===== src/rtl/screen_receiver.sv =====
// Display-side receiver for the SSD1306-style 4-wire serial bus.
// Deserialises bytes, decodes commands into config registers, writes data to a framebuffer port.
//
// Ports:
//   clk, rst_btn (sync, active-low)
//   ioSclk, ioSdin, ioCs (active-low), ioDc, ioReset (active-low) : bus lines
//   fbWe, fbAddr {page,col}, fbData              : framebuffer write port
//   byteValid, byteData, byteIsData              : per-byte monitor pulse
//   displayOn, contrast, inverted, entireOn, chargePump, startLine,
//   segRemap, comScanDec, muxRatio, displayOffset, addrMode : config
module screen_receiver (
    input  logic       clk,
    input  logic       rst_btn,
    input  logic       ioSclk,
    input  logic       ioSdin,
    input  logic       ioCs,
    input  logic       ioDc,
    input  logic       ioReset,
    output logic       fbWe,
    output logic [9:0] fbAddr,
    output logic [7:0] fbData,
    output logic       byteValid,
    output logic [7:0] byteData,
    output logic       byteIsData,
    output logic       displayOn,
    output logic [7:0] contrast,
    output logic       inverted,
    output logic       entireOn,
    output logic       chargePump,
    output logic [5:0] startLine,
    output logic       segRemap,
    output logic       comScanDec,
    output logic [5:0] muxRatio,
    output logic [5:0] displayOffset,
    output logic [1:0] addrMode
);

    typedef enum logic [1:0] {
        IDLE = 2'd0,
        ARG1 = 2'd1,
        ARG2 = 2'd2
    } dec_state_t;

    // Bus idle pattern: {sclk, sdin, cs, dc, reset}
    localparam logic [4:0] BUS_IDLE = 5'b00101;

    logic [4:0] sync1;
    logic [4:0] sync2;
    logic       sclk_q;
    logic       cs_q;

    logic       sclk_s;
    logic       sdin_s;
    logic       cs_s;
    logic       dc_s;
    logic       nrst_s;
    logic       rst_int;

    logic       sclk_rise;
    logic       bit_take;
    logic       byte_done;
    logic [7:0] rx_byte;

    logic [6:0] shreg;
    logic [2:0] bit_cnt;

    dec_state_t state;
    logic [7:0] op;
    logic [6:0] arg1;
    logic       is_arg1;
    logic       is_arg2;

    logic [6:0] col;
    logic [2:0] page;
    logic [6:0] col_start;
    logic [6:0] col_end;
    logic [2:0] page_start;
    logic [2:0] page_end;
    logic       adv_pend;

    // Synchronisers are only cleared by rst_btn so that a low ioReset
    // keeps propagating and its release is seen.
    always_ff @(posedge clk) begin
        if (!rst_btn) begin
            sync1  <= BUS_IDLE;
            sync2  <= BUS_IDLE;
            sclk_q <= 1'b0;
            cs_q   <= 1'b1;
        end else begin
            sync1  <= {ioSclk, ioSdin, ioCs, ioDc, ioReset};
            sync2  <= sync1;
            sclk_q <= sync2[4];
            cs_q   <= sync2[2];
        end
    end

    assign sclk_s  = sync2[4];
    assign sdin_s  = sync2[3];
    assign cs_s    = sync2[2];
    assign dc_s    = sync2[1];
    assign nrst_s  = sync2[0];
    assign rst_int = !rst_btn || !nrst_s;

    assign sclk_rise = sclk_s & ~sclk_q;
    // cs_q lets a CS rise coincident with the last SCLK rise still finish the byte.
    assign bit_take  = sclk_rise & (~cs_s | ~cs_q);
    assign byte_done = bit_take & (bit_cnt == 3'd7);
    assign rx_byte   = {shreg, sdin_s};

    assign is_arg1 = (rx_byte == 8'h81) || (rx_byte == 8'h20) ||
                     (rx_byte == 8'hA8) || (rx_byte == 8'hD3) ||
                     (rx_byte == 8'h8D) || (rx_byte == 8'hD5) ||
                     (rx_byte == 8'hD9) || (rx_byte == 8'hDB);
    assign is_arg2 = (rx_byte == 8'h21) || (rx_byte == 8'h22);

    always_ff @(posedge clk) begin
        if (rst_int) begin
            shreg   <= 7'd0;
            bit_cnt <= 3'd0;
        end else if (cs_s) begin
            shreg   <= 7'd0;
            bit_cnt <= 3'd0;
        end else if (bit_take) begin
            shreg   <= rx_byte[6:0];
            bit_cnt <= bit_cnt + 3'd1;
        end
    end

    always_ff @(posedge clk) begin
        if (rst_int) begin
            fbWe          <= 1'b0;
            fbAddr        <= 10'd0;
            fbData        <= 8'd0;
            byteValid     <= 1'b0;
            byteData      <= 8'd0;
            byteIsData    <= 1'b0;
            displayOn     <= 1'b0;
            contrast      <= 8'h7F;
            inverted      <= 1'b0;
            entireOn      <= 1'b0;
            chargePump    <= 1'b0;
            startLine     <= 6'd0;
            segRemap      <= 1'b0;
            comScanDec    <= 1'b0;
            muxRatio      <= 6'd63;
            displayOffset <= 6'd0;
            addrMode      <= 2'b10;
            col           <= 7'd0;
            page          <= 3'd0;
            col_start     <= 7'd0;
            col_end       <= 7'd127;
            page_start    <= 3'd0;
            page_end      <= 3'd7;
            state         <= IDLE;
            op            <= 8'd0;
            arg1          <= 7'd0;
            adv_pend      <= 1'b0;
        end else begin
            fbWe      <= 1'b0;
            byteValid <= 1'b0;
            adv_pend  <= 1'b0;

            // Pointer moves the cycle after the write strobe.
            if (adv_pend) begin
                unique case (addrMode)
                    2'b00: begin
                        if (col == col_end) begin
                            col  <= col_start;
                            page <= (page == page_end) ? page_start
                                                       : page + 3'd1;
                        end else begin
                            col <= col + 7'd1;
                        end
                    end
                    2'b01: begin
                        if (page == page_end) begin
                            page <= page_start;
                            col  <= (col == col_end) ? col_start
                                                     : col + 7'd1;
                        end else begin
                            page <= page + 3'd1;
                        end
                    end
                    default: col <= col + 7'd1;
                endcase
            end

            if (byte_done) begin
                byteValid  <= 1'b1;
                byteData   <= rx_byte;
                byteIsData <= dc_s;
                if (dc_s) begin
                    // Data aborts any pending command.
                    state    <= IDLE;
                    fbWe     <= 1'b1;
                    fbAddr   <= {page, col};
                    fbData   <= rx_byte;
                    adv_pend <= 1'b1;
                end else begin
                    unique case (state)
                        IDLE: begin
                            unique case (1'b1)
                                (rx_byte[7:1] == 7'b1010111):
                                    displayOn <= rx_byte[0];
                                (rx_byte[7:1] == 7'b1010011):
                                    inverted <= rx_byte[0];
                                (rx_byte[7:1] == 7'b1010010):
                                    entireOn <= rx_byte[0];
                                (rx_byte[7:1] == 7'b1010000):
                                    segRemap <= rx_byte[0];
                                (rx_byte[7:6] == 2'b01):
                                    startLine <= rx_byte[5:0];
                                (rx_byte == 8'hC0):
                                    comScanDec <= 1'b0;
                                (rx_byte == 8'hC8):
                                    comScanDec <= 1'b1;
                                (rx_byte[7:3] == 5'b10110):
                                    page <= rx_byte[2:0];
                                (rx_byte[7:4] == 4'h0):
                                    col[3:0] <= rx_byte[3:0];
                                (rx_byte[7:4] == 4'h1):
                                    col[6:4] <= rx_byte[2:0];
                                (is_arg1 || is_arg2): begin
                                    op    <= rx_byte;
                                    state <= ARG1;
                                end
                                default: ;
                            endcase
                        end
                        ARG1: begin
                            if (op == 8'h21 || op == 8'h22) begin
                                arg1  <= rx_byte[6:0];
                                state <= ARG2;
                            end else begin
                                unique case (op)
                                    8'h81: contrast      <= rx_byte;
                                    8'h20: addrMode      <= rx_byte[1:0];
                                    8'hA8: muxRatio      <= rx_byte[5:0];
                                    8'hD3: displayOffset <= rx_byte[5:0];
                                    8'h8D: chargePump    <= rx_byte[2];
                                    default: ;
                                endcase
                                state <= IDLE;
                            end
                        end
                        ARG2: begin
                            if (op == 8'h21) begin
                                col_start <= arg1;
                                col_end   <= rx_byte[6:0];
                                col       <= arg1;
                            end else begin
                                page_start <= arg1[2:0];
                                page_end   <= rx_byte[2:0];
                                page       <= arg1[2:0];
                            end
                            state <= IDLE;
                        end
                        default: state <= IDLE;
                    endcase
                end
            end
        end
    end

endmodule


===== config.mk =====
export PLATFORM = sky130hd
export DESIGN_NAME = screen_receiver
export DESIGN_NICKNAME = d
export VERILOG_FILES = /design/src/rtl/screen_receiver.sv
export SDC_FILE = /design/constraint.sdc
export NUM_CORES = 1
export LEC_CHECK = 0
export BUFFER_PORTS_ARGS = -buffer_cell sky130_fd_sc_hd__clkbuf_2
export CAP_MARGIN = 20
export CORE_MARGIN = 2
export CORE_UTILIZATION = 40
export DETAILED_ROUTE_END_ITERATION = 10
export MAX_ROUTING_LAYER = met4
export PLACE_DENSITY = 0.57
export SYNTH_ARGS = -nofsm -noshare
export SYNTH_HDL_FRONTEND = slang
export SYNTH_SLANG_ARGS = --single-unit

===== constraint.sdc =====
create_clock -name clk -period 3.95 [get_ports clk]
set_input_delay 0.395 -clock clk [delete_from_list [all_inputs] [get_ports clk]]
set_output_delay 0.395 -clock clk [all_outputs]
set_load 0.02 [all_outputs]

# Yosys cells after proc, flatten, opt, wreduce, memory -nomap -nowiden
# Cells that the tools add are included.
dict set report classes {
  n_addsub 3
  n_eq_ne 33
  n_mux 26
  div_mod_pow 0
  order_cmp 0
  n_reduce_logical 36
  n_bitwise 11
  shifts 0
  mul 0
}
# operator n
set ops {}
lappend ops {{8-bit equality test, second input constant} 13}
lappend ops {{8-bit by 6-bit equality test with 1-bit output, second input constant} 6}
lappend ops {{7-bit two-way mux} 6}
lappend ops {{4-bit AND reduction} 10}
lappend ops {{7-bit equality test, second input constant} 4}
lappend ops {{7-bit one-hot mux with 2 select lines} 2}
lappend ops {{5-bit AND reduction} 5}
lappend ops {{3-bit two-way mux} 8}
lappend ops {{3-bit one-hot mux with 2 select lines} 2}
lappend ops {{1-bit logical OR} 11}
lappend ops {{7-bit by 1-bit adder with 7-bit output, second input constant} 1}
lappend ops {{7-bit equality test} 1}
lappend ops {{1-bit NOT} 7}
lappend ops {{3-bit by 1-bit adder with 3-bit output, second input constant} 2}
lappend ops {{2-bit by 1-bit equality test with 1-bit output, second input constant} 3}
lappend ops {{2-bit two-way mux} 3}
lappend ops {{5-bit equality test, second input constant} 1}
lappend ops {{4-bit by 1-bit equality test with 1-bit output, second input constant} 1}
lappend ops {{2-bit logical NOT} 2}
lappend ops {{4-bit logical NOT} 1}
lappend ops {{4-bit two-way mux} 1}
lappend ops {{2-bit one-hot mux with 2 select lines} 1}
lappend ops {{2-bit AND reduction} 2}
lappend ops {{2-bit OR reduction} 2}
lappend ops {{other kinds (10)} 14}
dict set report word_totals {
  memories 0
  latch_bits 0
  mem_bits_rw 0
  regBits 132
  rom_bits 0
  output_inout_bits 63
  wordCells 141
}

# Depth between registers and ports, before layout
# Gate-level depths: netlist of run 1.
dict set report logic_depth {
  word_depth 12
  ltp_mapped 9
  depth_no_buf 8
}

# Least setup slack after synthesis of run 1
# Ideal clock, no wire load.
dict set report synth_path {
  path_type {register to register}
  start {reg bit_cnt[0]}
  end {reg muxRatio[0]}
  path_buffers 1
  required_ps 3821
  setup_slack_ps 1841
  synth_period_minus_slack_ps 2109
  stages_incl_launch_ff 9
  arrival_ps 1980
  path_cell_list {dfxtp_1 -> ha_1 -> ha_1 -> nor2b_1 -> nand4_2 -> or4_1 -> buf_2 -> mux2i_1 -> nand2_1}
}
dict set report synth_between {
  elab_chain_len 3
}
# item line
set synth_lines {}
lappend synth_lines {{start: declaration} 65} ;# logic [2:0] bit_cnt;
lappend synth_lines {{start signal: assignment} 125} ;# bit_cnt <= bit_cnt + 3'd1;
lappend synth_lines {{3-bit equality test} 107} ;# assign byte_done = bit_take & (bit_cnt == 3'd7);
lappend synth_lines {{1-bit AND} 107}
lappend synth_lines {{5-bit AND reduction (no source line)} n/a}
lappend synth_lines {{end signal: assignment} 238} ;# 8'hA8: muxRatio <= rx_byte[5:0];
lappend synth_lines {{end: declaration} 33} ;# output logic [5:0] muxRatio,
# Every way passes these cells.
# A chain may end at the register's enable or synchronous reset.

# Worst setup path in the final report of run 1
dict set report layout_path {
  start {reg shreg[6]}
  end {reg op[4]}
}
dict set report layout_between {
  elab_chain_len 10
  word_cells_on_any_way 20
}
# item line
set layout_lines {}
lappend layout_lines {{start: declaration} 64} ;# logic [6:0] shreg;
lappend layout_lines {{start signal: assignment} 124} ;# shreg <= rx_byte[6:0];
lappend layout_lines {{8-bit equality test / 8-bit by 6-bit equality test with 1-bit output (equally long branches)} 110} ;# assign is_arg1 = (rx_byte == 8'h81) || (rx_byte == 8'h20) ||
lappend layout_lines {{1-bit logical OR (2 in series)} 110}
lappend layout_lines {{1-bit logical OR (2 in series)} 111} ;# (rx_byte == 8'hA8) || (rx_byte == 8'hD3) ||
lappend layout_lines {{1-bit logical OR (2 in series)} 112} ;# (rx_byte == 8'h8D) || (rx_byte == 8'hD5) ||
lappend layout_lines {{1-bit logical OR} 113} ;# (rx_byte == 8'hD9) || (rx_byte == 8'hDB);
lappend layout_lines {{1-bit logical OR *} 223} ;# (is_arg1 || is_arg2): begin
lappend layout_lines {{4-bit AND reduction (no source line) *} n/a}
lappend layout_lines {{end signal: assignment} 224} ;# op <= rx_byte;
lappend layout_lines {{end: declaration} 68} ;# logic [7:0] op;
# Mark *: on every way between the ends. The rest lies on a longest branch, timed or not.

==> metrics.log, run 1 <==
[metrics] number of clock buffers inserted by TritonCTS: 17
[metrics] Worst Setup Path Type: reg2reg
[metrics] Arrival @ worst endpoint: 2.94 ns
[metrics] pin slew with the least headroom to its limit: 0.995 ns
[metrics] Diodes inserted: 0
[metrics] peak ir drop on the vdd network: 0.290 mV
[metrics] max-capacitance violation count: 0
[metrics] sequential cell area fraction in the yosys report: 45.8%
[metrics] routed length per placed instance: 17.0 um
[metrics] path category of the worst min-delay check: in2reg
[metrics] worst setup skew after layout: 0.00766 ns
[metrics] Die Width: 124 um
[metrics] RSZ-0062 raised after global routing: no
[metrics] later-pin clock latency in the skew report: 0.42 ns
[metrics] Total Die Area: 0.0154 mm2
[metrics] beginning of the critical path: shreg[6]$_SDFFE_PP0P_
[metrics] prevailing post-synth register cell: sky130_fd_sc_hd__dfxtp_1
[metrics] clock sink total: 132
[metrics] count of cells resized by post-cts repair: 0
[metrics] grt ovf: 0
[metrics] Initial Util: 41.3%
[metrics] number of cells in the finished layout apart from fillers: 906
[metrics] post-synthesis instance area: 0.00577 mm2
[metrics] global router's overall resource usage: 21.6%
[metrics] Final Routed Wirelength: 15400 um
[metrics] placeable core region: 0.0140 mm2
[metrics] number of warnings issued by yosys: 0
[metrics] crit-path max FO: 17
[metrics] Worst Hold Launch: ioReset
[metrics] number of detailed-routing iterations run before antenna repair: 4
[metrics] unique cell type count in the Yosys netlist: 60
[metrics] cts hold-fix bufs: 0
[metrics] worst-case clock buffer depth: 2
[metrics] final setup violation count: 0
[metrics] register share of total power: 45.9%
[metrics] via count: 4949
[metrics] total I/O pin count: 70
[metrics] number of placement rows: 43
[metrics] total internal power: 0.00232 W
[metrics] initial antenna violation count: 0
[metrics] total half-perimeter wirelength after legalization and detailed placement: 10400 um
[metrics] Layout area overhead: 17.1%
[metrics] TritonCTS clock tree: built
[metrics] critical path data required time: 4.28 ns
[metrics] post-route ant nets: 0
[metrics] Die Span Y: 124 um
[metrics] portion of total power attributed to combinational logic: 1.6%
[metrics] total power density per cell area: 432 mW/mm2
[metrics] category of the worst setup path capture point: flip-flop
[metrics] number of enable flip-flop cells after synthesis: 0
[metrics] type of element launching the critical path: flip-flop
[metrics] number of slew-limit violations in the final report: 0
[metrics] via density per instance: 5.46
[metrics] count of input and output buffers: 69
[metrics] Layout Nets: 724
[metrics] synthesized area per cell: 8.64 um2
[metrics] clock slew at the register clock pins of the worst setup and hold paths: 0.05 ns
[metrics] ratio of cells with drive above 1 in the final layout: 16.4%
[metrics] post-route DRC violation count: 0
[metrics] leading cell types in the layout, fill and taps excluded: 132 x sky130_fd_sc_hd__dfxtp_1, 109 x sky130_fd_sc_hd__nand2_1, 72 x sky130_fd_sc_hd__nor2_1
[metrics] wire length of the first global-routing pass: 24500 um
[metrics] total net switching power: 0.000600 W
[metrics] Clk Tree Root Cell: sky130_fd_sc_hd__clkbuf_16
[metrics] Post-Synthesis Net Count: 679
[metrics] placed instance count: 874
[metrics] accumulated negative setup slack: 0 ns
[metrics] final worst-path cycle share: 66.1%
[metrics] most frequent standard cell in the layout excluding fill and tap cells: sky130_fd_sc_hd__dfxtp_1
[metrics] net switching fraction of the power: 20.5%
[metrics] DRT iter0 DRCs: 372
[metrics] vias in the first global route: 4622
[metrics] status: completed
[metrics] startpoint of the most critical register-to-register path: shreg[6]$_SDFFE_PP0P_
[metrics] timing-limited maximum frequency: 383 MHz
[metrics] number of hold-slack violations in the final timing report: 0
[metrics] slew margin rel.: 33.6%
[metrics] proportion of synthesized flip-flops having asynchronous set or reset: 0%
[metrics] crit path time final: 2.61 ns
[metrics] H-tree depth reported by CTS: 4
[metrics] count of mapped cells out of synthesis: 668
[metrics] pin count of the biggest net entering global routing: 53
[metrics] post-CTS setup buffers: 0
[metrics] leakage component of the power: 2.59 nW
[metrics] flops & latches, synth: 132
[metrics] minimum hold slack: 0.165 ns
[metrics] placer's final routability congestion estimate: 0.880
[metrics] Clock Power Share: 52.5%
==> layer usage <==
| metal | GRT usage [%] | part of all wire [%] |
|---|---|---|
| met5 | - | 0 |
| met4 | 6.39 | 1.4 |
| met3 | 6.73 | 5.4 |
| met2 | 33.1 | 46 |
| met1 | 27.5 | 48 |
==> stage by stage <==
stage               total power [W]  setup slack [ns]  util [%]  instance area [um2]
CTS                         0.00295              1.37      48.3                 6760
floorplan                   0.00140              1.84         -                 5770
finish                      0.00292              1.34      48.3                 6760
detailed placement          0.00142              1.40      44.2                 6180
global route                0.00302              1.17      48.3                 6760
global placement            0.00142              1.52      44.2                 6180
==> registers in the layout, summed over array words and instances (netlist names), 5 cells and up <==
signal,flops
fbAddr,10
byteData,8
contrast,8
fbData,8
op,8
arg1,7
col,7
col_end,7
col_start,7
shreg,7
displayOffset,6
muxRatio,6
startLine,6
sync1,5
sync2,5
==> cells in the mapped netlist (3+ instances only) <==
master / number / area (um2)
sky130_fd_sc_hd__a22oi_1: 7 / 52.6
sky130_fd_sc_hd__nor3_1: 10 / 50.1
sky130_fd_sc_hd__nand4_1: 3 / 18.8
sky130_fd_sc_hd__nor2_1: 72 / 270
sky130_fd_sc_hd__nand2_1: 109 / 409
sky130_fd_sc_hd__o21a_1: 3 / 22.5
sky130_fd_sc_hd__nor4b_1: 4 / 35.0
sky130_fd_sc_hd__a32oi_1: 4 / 35.0
sky130_fd_sc_hd__a31oi_1: 8 / 50.1
sky130_fd_sc_hd__and3_1: 3 / 18.8
sky130_fd_sc_hd__ha_1: 4 / 50.1
sky130_fd_sc_hd__xor2_1: 11 / 96.3
sky130_fd_sc_hd__inv_1: 7 / 26.3
sky130_fd_sc_hd__o31ai_1: 3 / 22.5
sky130_fd_sc_hd__o211ai_1: 11 / 82.6
sky130_fd_sc_hd__nor2b_1: 3 / 18.8
sky130_fd_sc_hd__nand3_1: 33 / 165
sky130_fd_sc_hd__dfxtp_1: 132 / 2640
sky130_fd_sc_hd__nand2b_1: 8 / 50.1
sky130_fd_sc_hd__a21oi_1: 42 / 210
sky130_fd_sc_hd__and2_1: 14 / 87.6
sky130_fd_sc_hd__o21ai_0: 19 / 95.1
sky130_fd_sc_hd__or3_1: 3 / 18.8
sky130_fd_sc_hd__nor4_1: 4 / 25.0
sky130_fd_sc_hd__o22ai_1: 4 / 25.0
sky130_fd_sc_hd__mux2i_1: 51 / 510
sky130_fd_sc_hd__clkbuf_1: 34 / 128
sky130_fd_sc_hd__xnor2_1: 7 / 61.3
sky130_fd_sc_hd__buf_2: 9 / 45.0
==> layout make-up <==
class,count,area (um2)
fill,1397,7230
multi-input combinational,482,2910
sequential,132,2640
clock buffer,23,478
timing repair buffer,73,375
tap,180,225
clock inverter,9,103
inverter,7,26.3
==> worst max-delay path: stages (launching register included) <==
cell and delay (ns):
sky130_fd_sc_hd__dfxtp_1 0.76, sky130_fd_sc_hd__nor4bb_1 0.45, sky130_fd_sc_hd__a32oi_1 0.16, sky130_fd_sc_hd__mux2_2 0.33, sky130_fd_sc_hd__a31oi_2 0.50, sky130_fd_sc_hd__nand3_1 0.20
sky130_fd_sc_hd__o21ai_0 0.12
==> path summary, 6_finish.rpt <==
path,to,slack (ns),depth (start not counted)
worst min-delay path,sync1[0]$_SDFF_PN1_,0.17,2
worst min register to register,sync2[0]$_SDFF_PN1_,0.41,1
worst max-delay path,op[4]$_SDFFE_PP0P_,1.34,6
worst max register to register,op[4]$_SDFFE_PP0P_,1.34,6
==> power by group through the flow <==
| stage | logic [W] | registers, W | clock network (W) |
|---|---|---|---|
| 6_report | 0.0000480 | 0.00134 | 0.00153 |
| 5_1_grt | 0.0000527 | 0.00134 | 0.00163 |
| 4_1_cts | 0.0000482 | 0.00134 | 0.00156 |
| 3_5_place_dp | 0.0000483 | 0.00137 | 0 |
| 3_3_place_gp | 0.0000472 | 0.00137 | 0 |
| 2_1_floorplan | 0.0000339 | 0.00137 | 0 |
==> kinds of logic after synthesis <==
logic type / share of synthesized area, %
and+or+nand+nor: 24.8
AOI/OAI and AO/OA: 12.9
xor gates and xnor gates: 2.73
muxes: 9.04
DFF: 45.8
adders and majority gates: 0.867
buffers and inverters: 3.86
No activity file was read; power rests on OpenSTA's default activity.
==> inputs of run 2 (changes only) <==
--- a/config.mk
+++ b/config.mk
@@ -11,7 +11,7 @@
 export CORE_UTILIZATION = 40
 export DETAILED_ROUTE_END_ITERATION = 10
 export MAX_ROUTING_LAYER = met4
-export PLACE_DENSITY = 0.57
+export PLACE_DENSITY = 0.6
 export SYNTH_ARGS = -nofsm -noshare
 export SYNTH_HDL_FRONTEND = slang
 export SYNTH_SLANG_ARGS = --single-unit
==> constraint.sdc (replaced) <==
create_clock -name clk -period 2.4 [get_ports clk]
set_input_delay 0.24 -clock clk [delete_from_list [all_inputs] [get_ports clk]]
set_output_delay 0.24 -clock clk [all_outputs]
set_load 0.02 [all_outputs]
==> metrics.log, run 2 (synthesis gave the netlist of run 1 again) <==
[metrics] status: completed
[metrics] number of clock buffers inserted by TritonCTS: 17 (unchanged)
[metrics] pin slew with the least headroom to its limit: 0.648 ns (-0.347 ns)
[metrics] peak ir drop on the vdd network: 0.477 mV (+65%)
[metrics] leading cell types in the layout, fill and taps excluded: 132 x sky130_fd_sc_hd__dfxtp_1, 109 x sky130_fd_sc_hd__nand2_1, 72 x sky130_fd_sc_hd__nor2_1
[metrics] number of detailed-routing iterations run before antenna repair: 5 (+1)
[metrics] total power density per cell area: 691 mW/mm2 (+60%)
[metrics] number of slew-limit violations in the final report: 0 (unchanged)
[metrics] count of input and output buffers: 69 (unchanged)
[metrics] final worst-path cycle share: 92.5% (+26 points)
[metrics] Filler Cells Inserted: 1336 (-4.4%)
[metrics] Worst Setup Path Type: reg2reg
[metrics] clock sink total: 132 (unchanged)
[metrics] multi-input gate area in the final layout: 0.00291 mm2 (+0.22%)
[metrics] Layout area overhead: 23.1%
[metrics] number of placement rows: 43 (unchanged)
[metrics] flip-flop count of the largest register, all copies and words added: 10 (unchanged)
[metrics] ratio of cells with drive above 1 in the final layout: 21.1% (+4.8 points)
[metrics] startpoint of the most critical register-to-register path: bit_cnt[0]$_SDFFE_PP0P_
[metrics] Reg-to-Reg End: addrMode[0]$_SDFFE_PP0P_
[metrics] setup ws final: 0.181 ns (-1.16 ns)
[metrics] Cells on Worst Hold Path: 2 (unchanged)
[metrics] post-route ant nets: 0 (unchanged)
[metrics] global router's overall resource usage: 21.8% (+0.22 points)
[metrics] accumulated negative setup slack: 0 ns (unchanged)
[metrics] slew margin rel.: 56.7% (+23 points)
[metrics] category of the worst setup path capture point: flip-flop
[metrics] FF+latch area: 0.00264 mm2 (unchanged)
[metrics] Total Die Area: 0.0154 mm2 (unchanged)
[metrics] grt ovf: 0 (unchanged)
[metrics] pin count of the biggest net entering global routing: 73 (+38%)
[metrics] Critical Path Sink: addrMode[0]$_SDFFE_PP0P_
[metrics] final setup violation count: 0 (unchanged)
[metrics] Diodes inserted: 0 (unchanged)
[metrics] Initial Util: 41.3% (unchanged)
[metrics] timing-limited maximum frequency: 451 MHz (+18%)
[metrics] Die Span Y: 124 um (unchanged)
[metrics] final instance area: 0.00711 mm2 (+5.2%)
[metrics] RSZ-0062 raised after global routing: no
[metrics] Final Routed Wirelength: 15500 um (+0.20%)
[metrics] path category of the worst min-delay check: in2reg
[metrics] type of element launching the critical path: flip-flop
[metrics] Layout Nets: 764 (+5.5%)
[metrics] total half-perimeter wirelength after legalization and detailed placement: 10900 um (+4.8%)
[metrics] max-capacitance violation count: 0 (unchanged)
[metrics] post-route DRC violation count: 0 (unchanged)
[metrics] post-detailed-placement cell area: 0.00647 mm2 (+4.8%)
[metrics] vias in the first global route: 4745 (+2.7%)
[metrics] placer's final routability congestion estimate: 0.846 (-3.9%)
[metrics] crit path time final: 2.22 ns (-0.391 ns)
[metrics] Worst Reg2Reg Path Length in Cells: 8 (+2)
[metrics] critical path data required time: 2.70 ns (-1.58 ns)
[metrics] worst setup skew after layout: 0.00923 ns (+0.00157 ns)
[metrics] crit-path max FO: 3 (-14)
[metrics] leakage component of the power: 2.82 nW (+8.7%)
[metrics] most frequent standard cell in the layout excluding fill and tap cells: sky130_fd_sc_hd__dfxtp_1
[metrics] beginning of the critical path: bit_cnt[0]$_SDFFE_PP0P_
[metrics] placeable core region: 0.0140 mm2 (unchanged)
[metrics] Die Width: 124 um (unchanged)
[metrics] Worst Hold Launch: ioDc
[metrics] minimum hold slack: 0.0267 ns (-0.139 ns)
[metrics] post-placement worst setup slack: 0.151 ns (-1.25 ns)
[metrics] worst-case clock buffer depth: 2 (unchanged)
[metrics] register ranked first by flip-flop count: fbAddr
[metrics] H-tree depth reported by CTS: 4 (unchanged)
[metrics] via density per instance: 5.33 (-2.4%)
[metrics] wire length of the first global-routing pass: 24800 um (+1.5%)
[metrics] routed length per placed instance: 16.3 um (-4.0%)
[metrics] via count: 5043 (+1.9%)
[metrics] total I/O pin count: 70 (unchanged)
[metrics] Final Power: 0.00491 W (+68%)
[metrics] number of hold-slack violations in the final timing report: 0 (unchanged)
[metrics] clock slew at the register clock pins of the worst setup and hold paths: 0.06 ns (about the same)
[metrics] later-pin clock latency in the skew report: 0.42 ns (about the same)
[metrics] TritonCTS clock tree: built
[metrics] initial antenna violation count: 0 (unchanged)
[metrics] setup slack on the worst flop-to-flop path: 0.18 ns (-1.16 ns)
[metrics] Clk Tree Root Cell: sky130_fd_sc_hd__clkbuf_16
[metrics] Arrival @ worst endpoint: 2.51 ns (-0.43 ns)
[metrics] DRT iter0 DRCs: 329 (-12%)
-- run 2: timing repair --
| action | CTS | global route |
|---|---|---|
| gates resized for setup | 0 | 2 |
| hold endpoints to repair | 2 | 0 |
| hold buffers | 2 | 0 |
| setup endpoints to repair | 0 | 4 |
| setup buffers | 0 | 0 |
-- run 2: where the power goes --
part           total (W)  internal, W  switching (W)
Clock            0.00262      0.00159        0.00103
Combinational  0.0000863    0.0000250      0.0000613
Sequential       0.00221      0.00220     0.00000524
-- run 2: through the flow --
step	std cells	util [%]
floorplan	668	-
global placement	912	46.3
detailed placement	912	46.3
CTS	946	50.8
global route	946	50.8
finish	946	50.8
-- run 2: area by class of cell --
class,count,share of cell area (%)
clock buffer,18,6.18
clock inverter,14,2.34
inverter,7,0.370
multi-input combinational,482,41.0
sequential,132,37.2
tap,180,3.17
timing repair buffer,113,9.76
-- run 2: how the worst min path moves through the flow --
stage	endpoint
floorplan	sync2[0]$_SDFF_PN1_
global placement	sync2[0]$_SDFF_PN1_
detailed placement	sync2[0]$_SDFF_PN1_
CTS	sync1[1]$_SDFF_PN0_
global route	sync1[1]$_SDFF_PN0_
finish	sync1[1]$_SDFF_PN0_
-- run 2: critical path, stage by stage (launching register included) --
cell and delay (ns):
sky130_fd_sc_hd__dfxtp_1 0.36, sky130_fd_sc_hd__ha_1 0.17, sky130_fd_sc_hd__ha_1 0.16, sky130_fd_sc_hd__nor2b_2 0.19
sky130_fd_sc_hd__nand4_2 0.20, sky130_fd_sc_hd__buf_4 0.23, sky130_fd_sc_hd__or4_1 0.56, sky130_fd_sc_hd__mux2i_1 0.17
sky130_fd_sc_hd__nor2_1 0.05
-- run 2: metal layers --
layer	routed length, um	track usage [%]	up-vias
li1	-	-	2518
met1	7370	28.3	2381
met2	7230	33.5	121
met3	630	4.99	23
met4	234	7.65	0
met5	0	-	-
